<file path="config.mk">
export PLATFORM = sky130hd
export DESIGN_NAME = tx_frame_scheduler
export DESIGN_NICKNAME = d
export VERILOG_FILES = /design/src/rtl/tx_frame_scheduler.sv
export SDC_FILE = /design/constraint.sdc
export NUM_CORES = 1
export LEC_CHECK = 0
export ABC_AREA = 1
export BUFFER_PORTS_ARGS = -buffer_cell sky130_fd_sc_hd__buf_2
export CAP_MARGIN = 20
export CORE_AREA = 2 2 101 103
export CTS_CLUSTER_SIZE = 8
export DETAILED_ROUTE_END_ITERATION = 8
export DIE_AREA = 0 0 103 105
export GPL_TIMING_DRIVEN = 0
export PLACE_DENSITY = 0.76
export RECOVER_POWER = 25
export SETUP_SLACK_MARGIN = 0.05
export SKIP_LAST_GASP = 1
export SLEW_MARGIN = 20
export SYNTH_ARGS = -nofsm -noshare
export SYNTH_HDL_FRONTEND = slang
export SYNTH_SLANG_ARGS = --single-unit
</file>
<file path="constraint.sdc">
create_clock -name i_clk -period 1.8 [get_ports i_clk]
set_clock_uncertainty 0.15 [all_clocks]
set_input_delay 0.36 -clock i_clk [delete_from_list [all_inputs] [get_ports i_clk]]
set_output_delay 0.36 -clock i_clk [all_outputs]
set_load 0.01 [all_outputs]
</file>
<file path="src/rtl/tx_frame_scheduler.sv">
// Two-source, frame-granular transmit scheduler in front of the 64-bit MAC TX stream.
// Optional build macro TX_SCHED_PRIORITY_EN: source 0 always wins contention instead of round-robin.

module tx_frame_scheduler #(
  parameter int DATA_WIDTH = 64,
  parameter int IPG_CYCLES = 1,
  parameter int CNT_WIDTH  = 16
) (
  input  logic                      i_clk,
  input  logic                      i_reset_n,
  input  logic [DATA_WIDTH-1:0]     s0_axis_tdata,
  input  logic [DATA_WIDTH/8-1:0]   s0_axis_tkeep,
  input  logic                      s0_axis_tvalid,
  input  logic                      s0_axis_tlast,
  output logic                      s0_axis_tready,
  input  logic [DATA_WIDTH-1:0]     s1_axis_tdata,
  input  logic [DATA_WIDTH/8-1:0]   s1_axis_tkeep,
  input  logic                      s1_axis_tvalid,
  input  logic                      s1_axis_tlast,
  output logic                      s1_axis_tready,
  output logic [DATA_WIDTH-1:0]     m_axis_tdata,
  output logic [DATA_WIDTH/8-1:0]   m_axis_tkeep,
  output logic                      m_axis_tvalid,
  output logic                      m_axis_tlast,
  input  logic                      m_axis_tready,
  output logic [1:0]                o_grant,
  output logic [CNT_WIDTH-1:0]      o_frames0,
  output logic [CNT_WIDTH-1:0]      o_frames1
);

  typedef enum logic [1:0] {
    ST_IDLE,
    ST_PASS,
    ST_GAP
  } state_t;

  localparam logic [7:0] IPG_LOAD = (IPG_CYCLES > 0) ? 8'(IPG_CYCLES - 1) : 8'd0;
  localparam logic [CNT_WIDTH-1:0] CNT_ONE = CNT_WIDTH'(1);

  state_t                 state_reg;
  logic [1:0]             grant_reg;
  logic [7:0]             gap_cnt_reg;
  logic [CNT_WIDTH-1:0]   frames0_reg;
  logic [CNT_WIDTH-1:0]   frames1_reg;
  logic                   pick_src;
  logic                   in_pass;
  logic                   beat_fire;
`ifdef TX_SCHED_PRIORITY_EN
`else
  logic                   last_reg;
`endif

  // pick_src is the index of the source that wins arbitration this cycle
  always_comb begin
`ifdef TX_SCHED_PRIORITY_EN
    pick_src = !s0_axis_tvalid;
`else
    if (s0_axis_tvalid && s1_axis_tvalid) begin
      pick_src = !last_reg;
    end else begin
      pick_src = !s0_axis_tvalid;
    end
`endif
  end

  assign in_pass = (state_reg == ST_PASS);

  always_comb begin
    m_axis_tdata   = grant_reg[1] ? s1_axis_tdata : s0_axis_tdata;
    m_axis_tkeep   = grant_reg[1] ? s1_axis_tkeep : s0_axis_tkeep;
    m_axis_tlast   = grant_reg[1] ? s1_axis_tlast : s0_axis_tlast;
    m_axis_tvalid  = in_pass && ((grant_reg[0] && s0_axis_tvalid) ||
                                 (grant_reg[1] && s1_axis_tvalid));
    s0_axis_tready = in_pass && grant_reg[0] && m_axis_tready;
    s1_axis_tready = in_pass && grant_reg[1] && m_axis_tready;
  end

  assign beat_fire = m_axis_tvalid && m_axis_tready;

  always_ff @(posedge i_clk or negedge i_reset_n) begin
    if (!i_reset_n) begin
      state_reg   <= ST_IDLE;
      grant_reg   <= 2'b00;
      gap_cnt_reg <= 8'd0;
      frames0_reg <= '0;
      frames1_reg <= '0;
`ifdef TX_SCHED_PRIORITY_EN
`else
      last_reg    <= 1'b1;
`endif
    end else begin
      case (state_reg)
        ST_IDLE: begin
          if (s0_axis_tvalid || s1_axis_tvalid) begin
            grant_reg <= pick_src ? 2'b10 : 2'b01;
`ifdef TX_SCHED_PRIORITY_EN
`else
            last_reg  <= pick_src;
`endif
            state_reg <= ST_PASS;
          end
        end
        ST_PASS: begin
          // grant is held through tvalid bubbles; only a tlast transfer releases it
          if (beat_fire && m_axis_tlast) begin
            if (grant_reg[0]) begin
              frames0_reg <= frames0_reg + CNT_ONE;
            end else begin
              frames1_reg <= frames1_reg + CNT_ONE;
            end
            grant_reg <= 2'b00;
            if (IPG_CYCLES == 0) begin
              state_reg <= ST_IDLE;
            end else begin
              gap_cnt_reg <= IPG_LOAD;
              state_reg   <= ST_GAP;
            end
          end
        end
        ST_GAP: begin
          if (gap_cnt_reg == 8'd0) begin
            state_reg <= ST_IDLE;
          end else begin
            gap_cnt_reg <= gap_cnt_reg - 8'd1;
          end
        end
        default: begin
          state_reg <= ST_IDLE;
          grant_reg <= 2'b00;
        end
      endcase
    end
  end

  assign o_grant   = grant_reg;
  assign o_frames0 = frames0_reg;
  assign o_frames1 = frames1_reg;

endmodule

</file>
==> After elaboration in Yosys (flattened, before gate mapping) <==
Index checks and enable logic that the tools add are counted.
Widths: inputs -> output; s select.
{ "totals": {"out_inout_bits": 110, "ff_bits": 45} }
{ "classes": {"n_addsub": 3, "n_bitwise": 2, "eq_ne": 6, "muxes": 15, "reduce_logical": 23} }
{ "ops": {"columns": ["cell", "n"], "rows": [
  ["$mux 64", 1],
  ["$add 16x1->16 const B", 2],
  ["$mux 8", 3],
  ["$pmux 8 s2", 1],
  ["$reduce_and 3->1", 5],
  ["$mux 2", 6],
  ["$pmux 2 s3", 2],
  ["$logic_and 1x1->1", 10],
  ["$logic_not 8->1", 1],
  ["$sub 8x1->8 const B", 1],
  ["$ne 2x2->1 const B", 3],
  ["$eq 2x1->1 const B", 1],
  ["$eq 2x2->1 const B", 1],
  ["$logic_not 1->1", 2],
  ["$logic_not 2->1", 1],
  ["$logic_or 1x1->1", 2],
  ["$mux 1", 2],
  ["$ne 2x1->1 const B", 1],
  ["$not 1->1", 2],
  ["$reduce_and 2->1", 1],
  ["$reduce_bool 2->1", 1]
]} }

==> Depth between registers and ports, before layout <==
{ "logic_depth": {"depth_word": 7, "ltp_mapped": 9, "ltp_nobuf": 9} }

==> Least setup slack after synthesis <==
OpenSTA, ideal clock, no wires.
{ "synth_timing": {"path_kind": "register to output", "start": "register grant_reg[1], in the netlist o_grant[1]", "end": "output m_axis_tdata[59]", "slack_ns": 0.157, "t_arrival_ns": 1.133, "stages_incl_launch_ff": 5, "path_cell_list": "dfrtp_1 > clkbuf_1 > clkbuf_1 > nand2_1 > nand2_1"} }
{ "synth_via": {"elab_chain_len": 1} }
{ "synth_rtl": {"columns": ["element", "line_no", "source"], "rows": [
  ["from (decl)", "41", "logic [1:0] grant_reg;"],
  ["from (signal assigned)", "95", "grant_reg <= pick_src ? 2'b10 : 2'b01;"],
  ["$mux 64", "69", "m_axis_tdata = grant_reg[1] ? s1_axis_tdata : s0_axis_tdata;"],
  ["to (decl)", "21", "output logic [DATA_WIDTH-1:0] m_axis_tdata,"]
]} }
No other way between the ends.

==> Worst setup path in the final report <==
{ "layout_timing": {"start": "register grant_reg[1], in the netlist o_grant[1]", "end": "output m_axis_tdata[42]"} }
The elaborated chain is that of the path after synthesis.

==> impl_metrics.py <==
metrics = {
    "place": {
        "dp_hpwl_um": 11400,
        "pre_cts_ws_ns": -0.311,
        "place.gp.congestion": 0.949,
        "io_buffers": 260,
    },
    "synthesis": {
        "yosys.area.top_type": "nand2_1",
        "synth_top_area_share_pct": 36.3,
        "syn_area_mm2": 0.00349,
        "synth_cells": 583,
        "yosys_warnings": 0,
        "ys_top_cells_by_area": "nand2_1 36%, dfrtp_1 32%, inv_1 4.8%, nand3_1 3.6%, nor2_1 3.6%",
        "yosysSeqAreaShare_pct": 32.3,
        "synth_fp_nets": 738,
        "ys_seq_elements": 45,
        "avgSynthCellArea_um2": 5.98,
        "yosysUniqueCellTypes": 27,
    },
    "detailed_routing": {
        "avgViaCountPerCell": 4.69,
        "num_vias": 4734,
        "drt_iter0_drc": 237,
        "drtPass1Iterations": 4,
        "wirelength_um": 15100,
        "post_drt_wl_per_cell_um": 15.0,
        "drc_errors": 0,
        "drtAntennaViolNets": 0,
    },
    "global_routing": {
        "antenna_found_initial": 5,
        "grt_max_degree": 46,
        "grtUsageTotal_pct": 25.2,
        "grt_pass1_vias": 4226,
        "grt_pass1_wl_um": 21200,
        "overflow": 0,
    },
    "die": {
        "die_y_um": 105,
        "rows": 36,
        "initial_core_util_pct": 36.2,
        "dieArea_mm2": 0.0108,
        "coreArea_mm2": 0.00964,
        "top_level_ports": 261,
        "die_w_um": 103,
    },
    "status": {
        "status": "complete, but fails checks",
        "violations": "negative setup slack",
    },
    "critical_path": {
        "startpoint_type": "flip-flop",
        "criticalPathCategory": "reg2out",
        "crit_required_ns": 1.29,
        "path_max_fanout": 10,
        "critPathCaptureType": "output port",
        "critPathArrivalTime_ns": 1.44,
    },
    "clock_tree": {
        "clock_sink_count": 45,
        "path_clk_slew_ns": 0.08,
        "cts_tree": "done",
        "cts_root_buf": "clkbuf_8",
        "cts_buffers": 5,
        "clk_latency_ns": 0.31,
        "htreeDepth": 2,
        "clock_path_buffers": 2,
    },
    "layout": {
        "final_common_cell": "nand2_1",
        "nets": 1028,
        "synthToLayoutAreaGrowth_pct": 73.3,
        "layout_common_cells": "254 x nand2_1, 243 x buf_2, 68 x nand2_2",
        "post-route-util_pct": 62.7,
        "drive_gt1_share_pct": 47.9,
        "fill_cells": 927,
    },
    "sta": {
        "hold_violations": 0,
        "max_freq_mhz": 512,
        "relSlewSlack_pct": 31.0,
        "setup_ws_ns": -0.152,
        "slew_viol_final": 0,
        "rsz0062_at_grt": "true",
        "timing.final.crit_share_pct": 108,
        "tightestPinTransition_ns": 1.03,
        "min_period_ns": 1.95,
        "setup-tns-final_ns": -8.80,
        "setup_viol": 75,
    },
    "power_and_ir_drop": {
        "p_leak_uw": 0.00347,
        "powerDensity_mw_per_mm2": 1250,
        "ir_drop_mv": 0.516,
    },
    "min_path": {
        "min_path_type": "in2reg",
    },
    "flow_run": {
        "maxCapViolations": 0,
    },
}
final cells by class:
| type | count | area, µm² | share of cell area (%) |
|---|---|---|---|
| clock buffer | 6 | 72.6 | 1.20 |
| tap | 133 | 166 | 2.75 |
| clock inverter | 2 | 15.0 | 0.249 |
| buffer | 20 | 278 | 4.60 |
| inverter | 46 | 175 | 2.90 |
| multi-input combinational | 472 | 2450 | 40.6 |
| sequential | 45 | 1130 | 18.7 |
| timing repair buffer | 283 | 1750 | 28.9 |
| antenna | 2 | 5.00 | 0.0829 |
final timing paths:
| path | start | endpoint | slack [ns] | cells past startpoint |
|---|---|---|---|---|
| setup / recovery | o_grant[1] | m_axis_tdata[42] | -0.15 | 6 |
| hold / removal | s0_axis_tvalid | o_grant[0] | 0.29 | 5 |
| setup reg to reg | o_grant[1] | o_frames0[5] | 0.08 | 9 |
| hold reg to reg | last_reg | last_reg | 0.32 | 2 |
| max in group asynchronous | i_reset_n | o_frames1[0] | 0.14 | 2 |
| min in group asynchronous | i_reset_n | o_frames0[10] | 0.64 | 2 |
critical path, cell delays in order (launching register included):
cell       delay [ns]
dfrtp_1          0.42
buf_6            0.14
clkbuf_16        0.16
buf_6            0.14
nand2_1          0.09
nand2_1          0.07
buf_2            0.14
cell usage after synthesis (all sizes together):
library cell / instances
nand2: 345
ha: 4
nand4: 15
nor3: 1
inv: 46
xor2: 8
nor2: 36
dfstp: 1
a31oi: 1
dfrtp: 44
nand3: 25
nand3b: 1
xnor2: 10
buf: 17
a21oi: 2
clkbuf: 3
o22ai: 2
o21ai: 21
and2: 1
layer usage:
metal / track usage, % / vias to the layer above / part of all wire (%)
met5: 0 / - / 0.21
met4: 2.44 / 6 / 0.16
met3: 6.62 / 8 / 9.1
met2: 40.8 / 183 / 48
met1: 35.0 / 2159 / 43
li1: - / 2378 / -
what timing repair did:
item / in CTS / in global routing
pin swaps: 7 / 18
hold buffers: 0 / 1
endpoints found under the hold margin: 0 / 44
endpoints found under the setup margin: 75 / 107
buffers inserted: 12 / 2
gates resized for setup: 121 / 84
gates cloned: 7 / 2
where the power goes:
| group | leakage (µW) | internal, µW | switching (µW) |
|---|---|---|---|
| Clock | 0.0000374 | 274 | 365 |
| Sequential | 0.000589 | 1250 | 271 |
| Combinational | 0.00284 | 2520 | 2870 |
through the flow:
stage	total power (µW)	instances	area (µm²)	hold WS (ns)
3_5_place_dp	5140	976	4950	0.306
3_3_place_gp	5120	976	4950	0.303
6_report	7550	1009	6040	0.289
5_1_grt	8120	1007	6040	0.301
2_1_floorplan	3670	583	3490	-0.0856
4_1_cts	7040	1003	5670	0.110
cell families (layout without fill, tap and decap cells):
family	after synthesis	after routing	synth area share [%]
buf+inv	66	357	8.04
simple gates	424	424	49.5
other cells	0	2	0
flops	45	45	32.3
xor+xnor	18	18	4.52
compound gates	26	26	4.16
fa+ha+maj	4	4	1.44
No activity file was read; power rests on OpenSTA's default activity.
